===== config.mk =====
export PLATFORM = sky130hd
export DESIGN_NAME = serial_slice_sequencer
export DESIGN_NICKNAME = d
export VERILOG_FILES = /design/src/rtl/serial_slice_sequencer.sv
export SDC_FILE = /design/constraint.sdc
export NUM_CORES = 1
export LEC_CHECK = 0
export BUFFER_PORTS_ARGS = -buffer_cell sky130_fd_sc_hd__buf_2
export CAP_MARGIN = 20
export CORE_ASPECT_RATIO = 1.5
export CORE_MARGIN = 4
export CORE_UTILIZATION = 47
export CTS_CLUSTER_SIZE = 16
export DETAILED_ROUTE_END_ITERATION = 16
export PLACE_DENSITY = 0.77
export SLEW_MARGIN = 20
export SYNTH_ARGS = -nofsm -noshare
export SYNTH_HDL_FRONTEND = slang
export SYNTH_SLANG_ARGS = --single-unit

===== constraint.sdc =====
create_clock -name clk -period 1.5 [get_ports clk]
set_input_delay 0.225 -clock clk [delete_from_list [all_inputs] [get_ports clk]]
set_output_delay 0.225 -clock clk [all_outputs]
set_load 0.005 [all_outputs]

===== src/rtl/serial_slice_sequencer.sv =====
// Bit-serial sequencer for a single-bit iterative cell: presents one operand bit pair per
// clock, feeds the registered chain bit back into the cell and collects U into a result word.
module serial_slice_sequencer #(
  parameter int unsigned WIDTH     = 8,
  parameter bit          LSB_FIRST = 1'b1,
  parameter bit          K_INIT    = 1'b0
) (
  input  logic             clk,
  input  logic             reset,
  input  logic             start,
  input  logic [WIDTH-1:0] a,
  input  logic [WIDTH-1:0] b,
  output logic             busy,
  output logic             done,
  output logic [WIDTH-1:0] result,
  output logic             k_final,
  output logic             cell_en,
  output logic             cell_x,
  output logic             cell_y,
  output logic             cell_k_in,
  input  logic             cell_u,
  input  logic             cell_k_out
);

  localparam int unsigned CW = $clog2(WIDTH) + 1;

  localparam logic [1:0] StIdle = 2'd0;
  localparam logic [1:0] StRun  = 2'd1;
  localparam logic [1:0] StDone = 2'd2;

  logic [1:0]       state_q, state_d;
  logic [WIDTH-1:0] a_q, a_d;
  logic [WIDTH-1:0] b_q, b_d;
  logic [CW-1:0]    cnt_q, cnt_d;
  logic             chain_q, chain_d;
  logic [WIDTH-1:0] result_q, result_d;
  logic             k_final_q, k_final_d;
  logic [CW-1:0]    pos;
  logic             last;

  assign pos  = LSB_FIRST ? cnt_q : (CW'(WIDTH - 1) - cnt_q);
  assign last = (cnt_q == CW'(WIDTH - 1));

  always_comb begin
    state_d   = state_q;
    a_d       = a_q;
    b_d       = b_q;
    cnt_d     = cnt_q;
    chain_d   = chain_q;
    result_d  = result_q;
    k_final_d = k_final_q;
    unique case (state_q)
      StIdle: begin
        if (start) begin
          state_d  = StRun;
          a_d      = a;
          b_d      = b;
          cnt_d    = '0;
          chain_d  = K_INIT;
          result_d = '0;
        end
      end
      StRun: begin
        for (int unsigned i = 0; i < WIDTH; i++) begin
          if (pos == CW'(i)) result_d[i] = cell_u;
        end
        chain_d = cell_k_out;
        cnt_d   = cnt_q + 1'b1;
        // Zero-fill shifting leaves both registers empty after WIDTH cycles, so the cell
        // inputs can come straight from the register bits and still read 0 outside RUN.
        if (LSB_FIRST) begin
          a_d = a_q >> 1;
          b_d = b_q >> 1;
        end else begin
          a_d = a_q << 1;
          b_d = b_q << 1;
        end
        if (last) begin
          state_d   = StDone;
          k_final_d = cell_k_out;
          chain_d   = 1'b0;
        end
      end
      StDone: begin
        state_d = StIdle;
      end
      default: begin
        state_d = StIdle;
      end
    endcase
  end

  always_ff @(posedge clk) begin
    if (reset) begin
      state_q   <= StIdle;
      a_q       <= '0;
      b_q       <= '0;
      cnt_q     <= '0;
      chain_q   <= 1'b0;
      result_q  <= '0;
      k_final_q <= 1'b0;
    end else begin
      state_q   <= state_d;
      a_q       <= a_d;
      b_q       <= b_d;
      cnt_q     <= cnt_d;
      chain_q   <= chain_d;
      result_q  <= result_d;
      k_final_q <= k_final_d;
    end
  end

  assign busy      = (state_q == StRun) || (state_q == StDone);
  assign done      = (state_q == StDone);
  assign result    = result_q;
  assign k_final   = k_final_q;
  assign cell_en   = (state_q == StRun);
  assign cell_x    = LSB_FIRST ? a_q[0] : a_q[WIDTH-1];
  assign cell_y    = LSB_FIRST ? b_q[0] : b_q[WIDTH-1];
  assign cell_k_in = chain_q;

endmodule


Yosys cells after proc, flatten, opt, wreduce, memory -nomap -nowiden
Cells that the tools add are included.
- register bits after elaboration: 32
- output and inout port bits: 15
- logic and storage cells: 70
- add/sub/neg operators: 1
- equal/unequal tests: 18
- mux-type cells: 22
- reductions and logical operators: 15
- operators with widths (cell ; count):
    $pmux 8 s2 ; 3
    $mux 8 ; 3
    $reduce_and 3->1 ; 8
    $eq 4x3->1 const B ; 4
    $ne 2x1->1 const B ; 8
    $mux 1 ; 10
    $eq 4x2->1 const B ; 2
    $pmux 4 s2 ; 1
    $reduce_and 2->1 ; 3
    $add 4x1->4 const B ; 1
    $eq 4x1->1 const B ; 1
    $logic_not 4->1 ; 1
    $mux 2 ; 2
    $mux 4 ; 1
    $pmux 2 s2 ; 1
    $eq 2x1->1 const B ; 1
    $eq 2x2->1 const B ; 1
    $logic_not 2->1 ; 1
    $ne 2x2->1 const B ; 1
    $pmux 1 s2 ; 1
    $reduce_bool 2->1 ; 1
    $logic_or 1x1->1 ; 1

Logic depth before layout (Yosys ltp)
Gate-level depths: netlist of run 1.
- word-level depth: 3
- depth in mapped cells: 7
- gate-level depth less buffers: 5

Worst setup path after synthesis of run 1
Ideal clock, no wire load.
- kind: reg-to-reg
- start: reg state_q[0]
- end: reg cnt_q[3]
- library setup time: 0.074 ns
- data arrival time: 1.508 ns
- path slack: -0.082 ns
- stages on the path, launching flop included: 6
- buffers on the path: 0
- cell sequence: dfxtp_1 -> inv_1 -> ha_1 -> mux2i_1 -> or4b_1 -> a31oi_1
- word-level cells in the longest chain between the ends: 3
- elaborated cells between the ends (all ways): 6
- ends and longest elaborated chain (element ; line ; text):
    from (decl) ; 31 ; logic [1:0] state_q, state_d;
    from (signal assigned) ; 95 ; state_q <= StIdle;
    from (signal assigned) ; 103 ; state_q <= state_d;
    $eq 2x1->1 / $logic_not 2->1 (equally long branches) ; 52 ; unique case (state_q)
    $reduce_bool 2->1 (no line) / $ne 2x2->1 (equally long branches) ; - ;
    $reduce_and 2->1 (no line) ; - ;
    to (signal assigned) ; 106 ; cnt_q <= cnt_d;
    to (decl) ; 34 ; logic [CW-1:0] cnt_q, cnt_d;
Several ways; a longest one is shown, not always the timed one.
A chain may end at the register's enable or synchronous reset.

Worst setup path after layout of run 1
- start: reg state_q[0]
- end: reg result_q[3], in the netlist result[3]
- word-level cells in the longest chain between the ends: 3
- elaborated cells between the ends (all ways): 7
- ends and longest elaborated chain (element ; line ; text):
    $eq 2x1->1 / $logic_not 2->1 (equally long branches) ; 52 ;
    $ne 2x1->1 (no line), or another cell as far along ; - ;
    $reduce_and 3->1 (no line) ; - ;
    to (signal assigned) ; 108 ; result_q <= result_d;
    to (decl) ; 36 ; logic [WIDTH-1:0] result_q, result_d;
Several ways; a longest one is shown, not always the timed one.

==> impl_metrics.yaml, run 1 <==
cts:
  clk_pin_slew_ps: 70
  cts.sinks: 32
  htreeDepth: 2
  cts_buffers: 5
  cts-root-buf: "clkbuf_8"
  cts_tree: "yes"
  clock_latency_ps: 280
  cts.path.max_buffers: 2
flow_run:
  maxCapViolations: 0
logic_synthesis:
  syn_avg_cell_area_um2: 9.07
  ys_types: 23
  synth.area.top_cells: "dfxtp_1, mux2i_1, nand3_1"
  synth_top_area_cell: "dfxtp_1"
  ys_ff_latch: 32
  netlist_instances: 169
  ys.warnings.count: 0
  syn_nets: 198
  synth_area_mm2: 0.00153
  yosysTopAreaCellShare_pct: 41.8
  yosysSeqAreaShare_pct: 41.8
timing:
  max_freq_mhz: 699
  skew_ps: 6.38
  slew_violations: 0
  setup_violations: 0
  setup_ws_ps: 68.8
  holdWs_ps: 219
  fin_crit_ps: 1430
  finalHoldViolCount: 0
  worst_pin_slew_ps: 258
  relSlewSlack_pct: 82.7
  final_min_period_over_clock_period_pct: 95.4
power:
  power.total_mw: 2.69
  power_leakage_nw: 0.858
  power.density_mw_per_mm2: 1380
  ir_drop_mv: 1.07
detailed_routing:
  wl_um: 3200
  avgRoutedWirePerCell_um: 12.7
  vias: 1325
  detail-route-antenna-nets: 0
  drt_iter0_markers: 27
  firstDrtPassIters: 4
  drt-vias-per-instance: 5.26
  drcViolationCount: 0
floorplan:
  core_mm2: 0.00316
  initial_core_util_pct: 48.5
  die_area_mm2: 0.00426
  pin_count: 36
  num_rows: 25
  fp.dieH_um: 77.9
  die_w_um: 54.6
setup_path:
  critPathKind: "reg2reg"
  cp_max_fo: 19
  startpoint_type: "flip-flop"
  endpoint: "result[3]$_SDFFE_PP0P_"
  cp.required_ps: 1710
  r2r_start: "state_q[0]$_SDFFE_PP0P_"
  cp-startpoint: "state_q[0]$_SDFFE_PP0P_"
  endpoint_kind: "flip-flop"
  reg2reg_depth: 6
  timing.reg2reg.setup_slack_ps: 70
  cp_data_arrival_time_ps: 1640
  rr_endpoint: "result[3]$_SDFFE_PP0P_"
final_layout:
  fin_area_mm2: 0.00195
  drive_above_1_share_pct: 30.2
  fin_util_pct: 61.7
  area_growth_pct: 27.3
  nets: 240
  num_antenna_cells: 0
  fillers: 285
status:
  status: "completed"
grt:
  grt_pass1_wl_um: 5220
  grt_max_degree: 24
  grt_overflow_total: 0
  track_usage_pct: 16.6
  antenna_found_initial: 0
  grt_pass1_vias: 1223
place:
  pre_cts_ws_ps: -82.2
  io_buffers: 35
  dp_hpwl_um: 2360
  place.gp.congestion: 0.742
  place_area_mm2: 0.00181
min_path:
  hp-class: "in2reg"
## flip-flops by register name, summed over array words and instances, names as in the netlist
register,cells
state_q,2
cell_k_in,1
cnt_q,4
k_final,1
a_q,8
result,8
b_q,8
## what timing repair did
| action | CTS | global route |
|---|---|---|
| buffers inserted | 0 | 0 |
| hold buffers | 0 | 0 |
| pin swaps | 0 | 3 |
| setup endpoints to repair | 23 | 18 |
| gates resized for setup | 7 | 7 |
## worst min-delay path by stage
stage                            from                      to  slack [ps]  depth (start not counted)
3_5_place_dp   cell_k_in$_SDFFE_PP0P_  cell_k_in$_SDFFE_PP0P_         450                          2
4_1_cts                          a[7]     a_q[7]$_SDFFE_PP0P_         200                          3
3_3_place_gp      a_q[7]$_SDFFE_PP0P_     a_q[7]$_SDFFE_PP0P_         440                          2
5_1_grt                          b[7]     b_q[7]$_SDFFE_PP0P_         220                          3
6_report                         b[7]     b_q[7]$_SDFFE_PP0P_         220                          3
2_1_floorplan              cell_k_out    k_final$_SDFFE_PP0P_         390                          2
## cells by family (layout without fill, tap and decap cells)
| logic type | count (synthesis) | after routing | synth area share (%) |
|---|---|---|---|
| buffers and inverters | 19 | 62 | 5.14 |
| adder cells (fa/ha/maj) | 8 | 8 | 6.53 |
| multiplexers | 24 | 24 | 15.8 |
| AND/OR/NAND/NOR | 60 | 60 | 19.2 |
| flip-flops | 32 | 32 | 41.8 |
| AO/OA/AOI/OAI | 26 | 26 | 11.6 |
## report_power, final
group          switching (mW)  internal (mW)
Clock                   0.315          0.366
Sequential             0.0764          0.983
Combinational           0.481          0.467
Total                   0.872           1.82
## layout by cell type, fill, tap and decap left out
master | netlist | layout
a211oi_1 | 14 | 14
a21oi_1 | 7 | 7
a31oi_1 | 2 | 2
and3b_1 | 1 | 1
buf_12 | 0 | 1
buf_2 | 6 | 35
buf_4 | 0 | 10
buf_8 | 0 | 1
clkbuf_8 | 0 | 6
clkinv_2 | 0 | 2
dfxtp_1 | 32 | 30
dfxtp_2 | 0 | 1
dfxtp_4 | 0 | 1
ha_1 | 8 | 6
ha_4 | 0 | 2
inv_1 | 6 | 4
inv_2 | 1 | 1
inv_4 | 0 | 2
mux2_4 | 0 | 1
mux2i_1 | 23 | 22
mux2i_2 | 0 | 1
nand2_1 | 9 | 9
nand3_1 | 22 | 22
nand3b_1 | 4 | 4
nand4_1 | 3 | 3
nor2_1 | 17 | 17
nor2b_1 | 3 | 3
o21ai_1 | 1 | 1
o221a_1 | 1 | 1
o311ai_1 | 1 | 1
or4b_1 | 1 | 1
## cells in the mapped netlist, drive strengths merged
master and number:
mux2 1, o21ai 1, a31oi 2, clkbuf 5, nor2b 3, nor2 17, a211oi 14, ha 8
inv 7, dfxtp 32, a21oi 7, o311ai 1, o221a 1, or4b 1, nand2 9, and3b 1
buf 7, nand4 3, nand3 22, mux2i 23, nand3b 4
## worst max-delay path, cell delays in order (launching register included)
cell,delay (ps)
dfxtp_4,380
inv_4,40
ha_4,160
mux2_4,330
buf_12,160
nand3_1,100
mux2i_1,180
## routing by layer
| layer | global-route usage [%] | up-vias | wire length (um) |
|---|---|---|---|
| li1 | - | 686 | - |
| met1 | 18.8 | 598 | 1370 |
| met2 | 27.1 | 34 | 1530 |
| met3 | 3.84 | 7 | 223 |
| met4 | 8.98 | 0 | 82 |
| met5 | 0 | - | 0 |
## final cells by class
type,instances,area [um2],area share (%)
clock buffer,6,82.6,4.23
tap,40,50.0,2.57
sequential,32,646,33.1
clock inverter,2,10.0,0.513
multi-input combinational,118,846,43.4
inverter,7,31.3,1.60
timing repair buffer,47,285,14.6
## metrics by stage
| stage | setup TNS, ps | instances |
|---|---|---|
| 3_5_place_dp | -719 | 244 |
| 3_3_place_gp | -94.3 | 244 |
| 6_report | 0 | 252 |
| 2_1_floorplan | -161 | 169 |
| 5_1_grt | -1.43 | 252 |
| 4_1_cts | 0 | 252 |
Note: power is estimated with default switching activity, not from simulation.
==> inputs of run 2 (changes only) <==
- CORE_UTILIZATION: 47 -> 50
- CTS_CLUSTER_DIAMETER: default -> 40
- PLACE_DENSITY: 0.77 -> 0.78
- clock period: 1.5 -> 1.6 ns (I/O delays scaled with it)
==> run 2 against run 1 <==
  * Via count increased by 2.0%
  * Worst setup slack worse by 17 ps
  * Core utilization grew 4.2 points
  * Sequential share of layout area grew 0.39 points
  * First-iteration DRC count grew 41%
  * Critical endpoint is now result[0]$_SDFFE_PP0P_
  * Clock power grew 12%
  * Non-clock buffer count decreased by 5
  * Total power fell by 2.9%
  * Sequential power down 6%
==> impl_metrics.yaml, run 2 (synthesis results as in run 1) <==
status:
  status: "completed"
grt:
  antenna_found_initial: 0
  track_usage_pct: 18.6
  grt_overflow_total: 0
  grt_pass1_wl_um: 5440
  grt_pass1_vias: 1277
  grt_max_degree: 29
place:
  placed_cells: 237
  io_buffers: 35
  place.gp.congestion: 0.745
  dp_hpwl_um: 2390
timing:
  fin_tns_setup_ps: 0
  finalHoldViolCount: 0
  holdWs_ps: 231
  fin_crit_ps: 1550
  worst_pin_slew_ps: 298
  setup_violations: 0
  max_freq_mhz: 646
  relSlewSlack_pct: 80.1
  skew_ps: 3.62
  rsz0062_at_grt: "false"
  slew_violations: 0
  final_min_period_over_clock_period_pct: 96.7
detailed_routing:
  drt_iter0_markers: 38
  vias: 1351
  drcViolationCount: 0
  wl_um: 3380
  drt-vias-per-instance: 5.49
  firstDrtPassIters: 4
  detail-route-antenna-nets: 0
  avgRoutedWirePerCell_um: 13.7
setup_path:
  startpoint_type: "flip-flop"
  endpoint_kind: "flip-flop"
  cp.required_ps: 1810
  r2r_start: "state_q[1]$_SDFFE_PP0P_"
  cp_data_arrival_time_ps: 1750
  critPathKind: "reg2reg"
  cp_max_fo: 28
  cp-startpoint: "state_q[1]$_SDFFE_PP0P_"
floorplan:
  core_mm2: 0.00291
  fp.dieH_um: 75.8
  initial_core_util_pct: 52.6
  num_rows: 24
  die_area_mm2: 0.00403
  pin_count: 36
  die_w_um: 53.2
cts:
  cts.sinks: 32
  htreeDepth: 2
  cts-root-buf: "clkbuf_8"
  clk_pin_slew_ps: 70
  cts_tree: "yes"
  cts.path.max_buffers: 2
  cts_buffers: 5
  clock_latency_ps: 280
  cts_hold_buf: 0
min_path:
  hp-class: "in2reg"
  hold_start: "b[7]"
flow_run:
  maxCapViolations: 0
power:
  ir_drop_mv: 1.10
  power.density_mw_per_mm2: 1360
  power_leakage_nw: 0.836
final_layout:
  drive_above_1_share_pct: 27.5
  final_cell_mix: "buf_2, dfxtp_1, mux2i_1"
  area_growth_pct: 25.3
  mostFrequentLayoutCell: "buf_2"
  nets: 235
  final_cells: 246
  num_antenna_cells: 0
-- run 2: routing by layer --
| layer | GRT usage (%) | up-vias | wire [um] | part of all wire [%] |
|---|---|---|---|---|
| met5 | 0 | - | 0 | 0 |
| met4 | 9.66 | 0 | 85 | 2.5 |
| met3 | 6.46 | 8 | 206 | 6.1 |
| met2 | 33.8 | 36 | 1740 | 51 |
| met1 | 18.1 | 634 | 1350 | 40 |
| li1 | - | 673 | - | - |
-- run 2: final timing paths --
path	slack, ps	cells after the start	end
setup / recovery	50	6	result[0]$_SDFFE_PP0P_
hold / removal	230	3	b_q[7]$_SDFFE_PP0P_
setup reg to reg	50	6	result[0]$_SDFFE_PP0P_
hold reg to reg	460	2	b_q[7]$_SDFFE_PP0P_
-- run 2: area by class of cell --
class	count	area (um2)
clock buffers	6	72.6
clock inverters	2	35.0
fillers	230	992
inverters	7	26.3
multi-input cells	118	838
flip-flops and latches	32	643
well taps	39	48.8
repair buffers	42	256
-- run 2: worst max-delay path: stages, from the launching register on --
cell,delay [ps]
dfxtp_2,340
inv_2,110
ha_4,160
mux2_2,370
buf_12,170
nand3_1,110
mux2i_1,210
-- run 2: power breakdown --
part           internal, mW  total, mW  switching (mW)  leakage [nW]
Combinational         0.403      0.857           0.454         0.518
Clock                 0.462      0.761           0.299        0.0552
Sequential            0.918      0.992          0.0739         0.263
-- run 2: what timing repair did --
| action | CTS | global route |
|---|---|---|
| setup buffers | 0 | 1 |
| endpoints found under the setup margin | 9 | 24 |
| resized for setup | 3 | 6 |
| pin swaps | 1 | 0 |
-- run 2: metrics by stage --
step | total power [mW] | setup slack (ps) | util, % | area (um2)
3_3_place_gp | 1.78 | 79.5 | 60.9 | 1770
6_report | 2.61 | 52.3 | 65.9 | 1920
3_5_place_dp | 1.82 | -9.69 | 60.9 | 1770
2_1_floorplan | 1.56 | 17.7 | - | 1530
4_1_cts | 2.60 | -9.22 | 64.9 | 1890
5_1_grt | 2.77 | 0.349 | 65.9 | 1920
==> inputs of run 3 (changes only) <==
- ABC_AREA: default -> 1
==> run 3 against run 2 <==
  * Synthesized area grew 5.0%
  * Clock skew grew 1.0 ps
  * Die area grew 4.3%
  * Combinational power shrank 42%
  * Global-route usage grew 1.6 points
==> impl_metrics.yaml, run 3 <==
power:
  clockPowerShare_pct: 35.5
  combPwrFrac_pct: 23.2
  p_switching_mw: 0.637
  switching_share_pct: 29.6
  power.density_mw_per_mm2: 1090
  power.total_mw: 2.15
  internal_power_mw: 1.52
  power_leakage_nw: 0.965
  power_frac_seq_pct: 41.3
  ir_drop_mv: 0.754
logic_synthesis:
  synth-main-ff-cell: "dfxtp_1"
  ys_ff_latch: 32
  synth_edf_count: 0
  synth_area_mm2: 0.00161
  ys.warnings.count: 0
  async_reset_ff_share_pct: 0
  syn_avg_cell_area_um2: 6.54
  synth_top_area_cell: "dfxtp_1"
  ys_top_cells_by_count: "nand2_1, dfxtp_1, a21oi_1"
  yosysSeqAreaShare_pct: 39.8
  ys_types: 17
  yosysTopAreaCellShare_pct: 39.8
  yosysMostFrequentCell: "nand2_1"
  synth.area.top_cells: "dfxtp_1, nand2_1, a21oi_1"
  syn_nets: 275
  netlist_instances: 246
floorplan:
  initial_core_util_pct: 51.4
  fp.dieH_um: 77.5
  num_rows: 25
  die_area_mm2: 0.00421
  core_mm2: 0.00313
  die_w_um: 54.3
  pin_count: 36
status:
  status: "completed"
setup_path:
  reg2reg_depth: 8
  startpoint_type: "flip-flop"
  rr_endpoint: "b_q[6]$_SDFFE_PP0P_"
  timing.reg2reg.setup_slack_ps: 150
  cp.required_ps: 1360
  cp_max_fo: 20
  critPathKind: "reg2out"
  r2r_start: "state_q[1]$_SDFFE_PP0P_"
  cp_data_arrival_time_ps: 1270
  endpoint_kind: "output pin"
final_layout:
  final_cell_mix: "nand2_1, buf_2, dfxtp_1"
  nets: 314
  num_antenna_cells: 0
  final_cells: 326
  drive_above_1_share_pct: 21.0
  regArea_um2: 641
  area_growth_pct: 23.3
  fillers: 311
  multiInputGateArea_um2: 877
  mostFrequentLayoutCell: "nand2_1"
place:
  place.gp.congestion: 0.812
  io_buffers: 35
  dp_hpwl_um: 2610
  placed_cells: 318
cts:
  cts.path.max_buffers: 2
  cts_buffers: 5
  clk_pin_slew_ps: 60
  htreeDepth: 2
  cts-root-buf: "clkbuf_8"
  cts_hold_buf: 0
  cts_tree: "yes"
  clock_latency_ps: 290
  cts.sinks: 32
timing:
  slew_violations: 0
  max_freq_mhz: 661
  fin_crit_ps: 1510
  final_min_period_over_clock_period_pct: 94.6
  skew_ps: 4.63
  setup_violations: 0
  worst_pin_slew_ps: 324
  relSlewSlack_pct: 78.4
  finalHoldViolCount: 0
detailed_routing:
  drt-vias-per-instance: 4.91
  wl_um: 3610
  vias: 1600
  avgRoutedWirePerCell_um: 11.1
  detail-route-antenna-nets: 0
  firstDrtPassIters: 4
  drcViolationCount: 0
  drt_iter0_markers: 39
grt:
  grt_max_degree: 21
  track_usage_pct: 20.2
  grt_overflow_total: 0
  grt_pass1_vias: 1533
  grt_pass1_wl_um: 6310
  antenna_found_initial: 0
min_path:
  hold_start: "cell_k_out"
  hp-class: "in2reg"
  holdPathStages: 3
  holdPathEnd: "k_final$_SDFFE_PP0P_"
flow_run:
  maxCapViolations: 0
-- run 3: repair_timing --
action / CTS / global route
setup buffers: 0 / 0
setup endpoints to repair: 0 / 25
resized for setup: 0 / 9
-- run 3: cells by family (layout without fill, tap and decap cells) --
family          after synthesis  in the layout  synth area share (%)
simple gates                148            148                  35.8
compound gates               32             32                  10.9
flops                        32             32                  39.8
buf+inv                      26             66                  7.23
fa+ha+maj                     8              8                  6.22
-- run 3: per-layer routing --
metal	track usage, %	vias up	share of wire [%]	wire, um
li1	-	843	-	-
met1	20.9	719	39	1390
met2	34.5	28	54	1960
met3	5.57	10	4.5	162
met4	11.2	0	2.6	93
met5	0	-	0	0
-- run 3: cell type report --
| cell class | count | share of cell area [%] |
|---|---|---|
| Multi-Input combinational cell | 188 | 44.2 |
| Sequential cell | 32 | 32.3 |
| Timing Repair Buffer | 42 | 12.5 |
| Clock buffer | 6 | 3.66 |
| Inverter | 16 | 3.03 |
| Tap cell | 40 | 2.52 |
| Clock inverter | 2 | 1.77 |
-- run 3: stage by stage --
| stage | hold slack (ps) | util, % | setup TNS [ps] | setup WS [ps] | cell area, um2 |
|---|---|---|---|---|---|
| after floorplan | 379 | - | 0 | 228 | 1610 |
| after global placement | 449 | 58.9 | 0 | 113 | 1840 |
| after detailed placement | 453 | 58.9 | 0 | 68.5 | 1840 |
| after CTS | 197 | 62.4 | 0 | 33.7 | 1950 |
| after global routing | 226 | 63.4 | -0.773 | -0.773 | 1980 |
| final | 195 | 63.4 | 0 | 86.2 | 1980 |
-- run 3: critical path, cell delays in order (launching register included) --
cell,delay (ps)
dfxtp_1,360
inv_1,90
ha_1,230
buf_8,170
buf_2,130
-- run 3: power by group through the flow --
| stage | Sequential, mW | Combinational [mW] | Clock, mW |
|---|---|---|---|
| 3_5_place_dp | 0.907 | 0.478 | 0 |
| 2_1_floorplan | 0.905 | 0.330 | 0 |
| 5_1_grt | 0.896 | 0.577 | 0.812 |
| 3_3_place_gp | 0.907 | 0.471 | 0 |
| 4_1_cts | 0.890 | 0.481 | 0.773 |
| 6_report | 0.889 | 0.500 | 0.764 |
-- run 3: how the worst max path moves through the flow --
stage / startpoint / to / cells past startpoint
2_1_floorplan: state_q[0]$_SDFFE_PP0P_ / cell_k_in$_SDFFE_PP0P_ / 7
3_3_place_gp: state_q[1]$_SDFFE_PP0P_ / result[3]$_SDFFE_PP0P_ / 6
3_5_place_dp: state_q[0]$_SDFFE_PP0P_ / result[0]$_SDFFE_PP0P_ / 6
4_1_cts: state_q[1]$_SDFFE_PP0P_ / cell_en / 4
5_1_grt: state_q[1]$_SDFFE_PP0P_ / cell_en / 4
6_report: state_q[1]$_SDFFE_PP0P_ / cell_en / 4
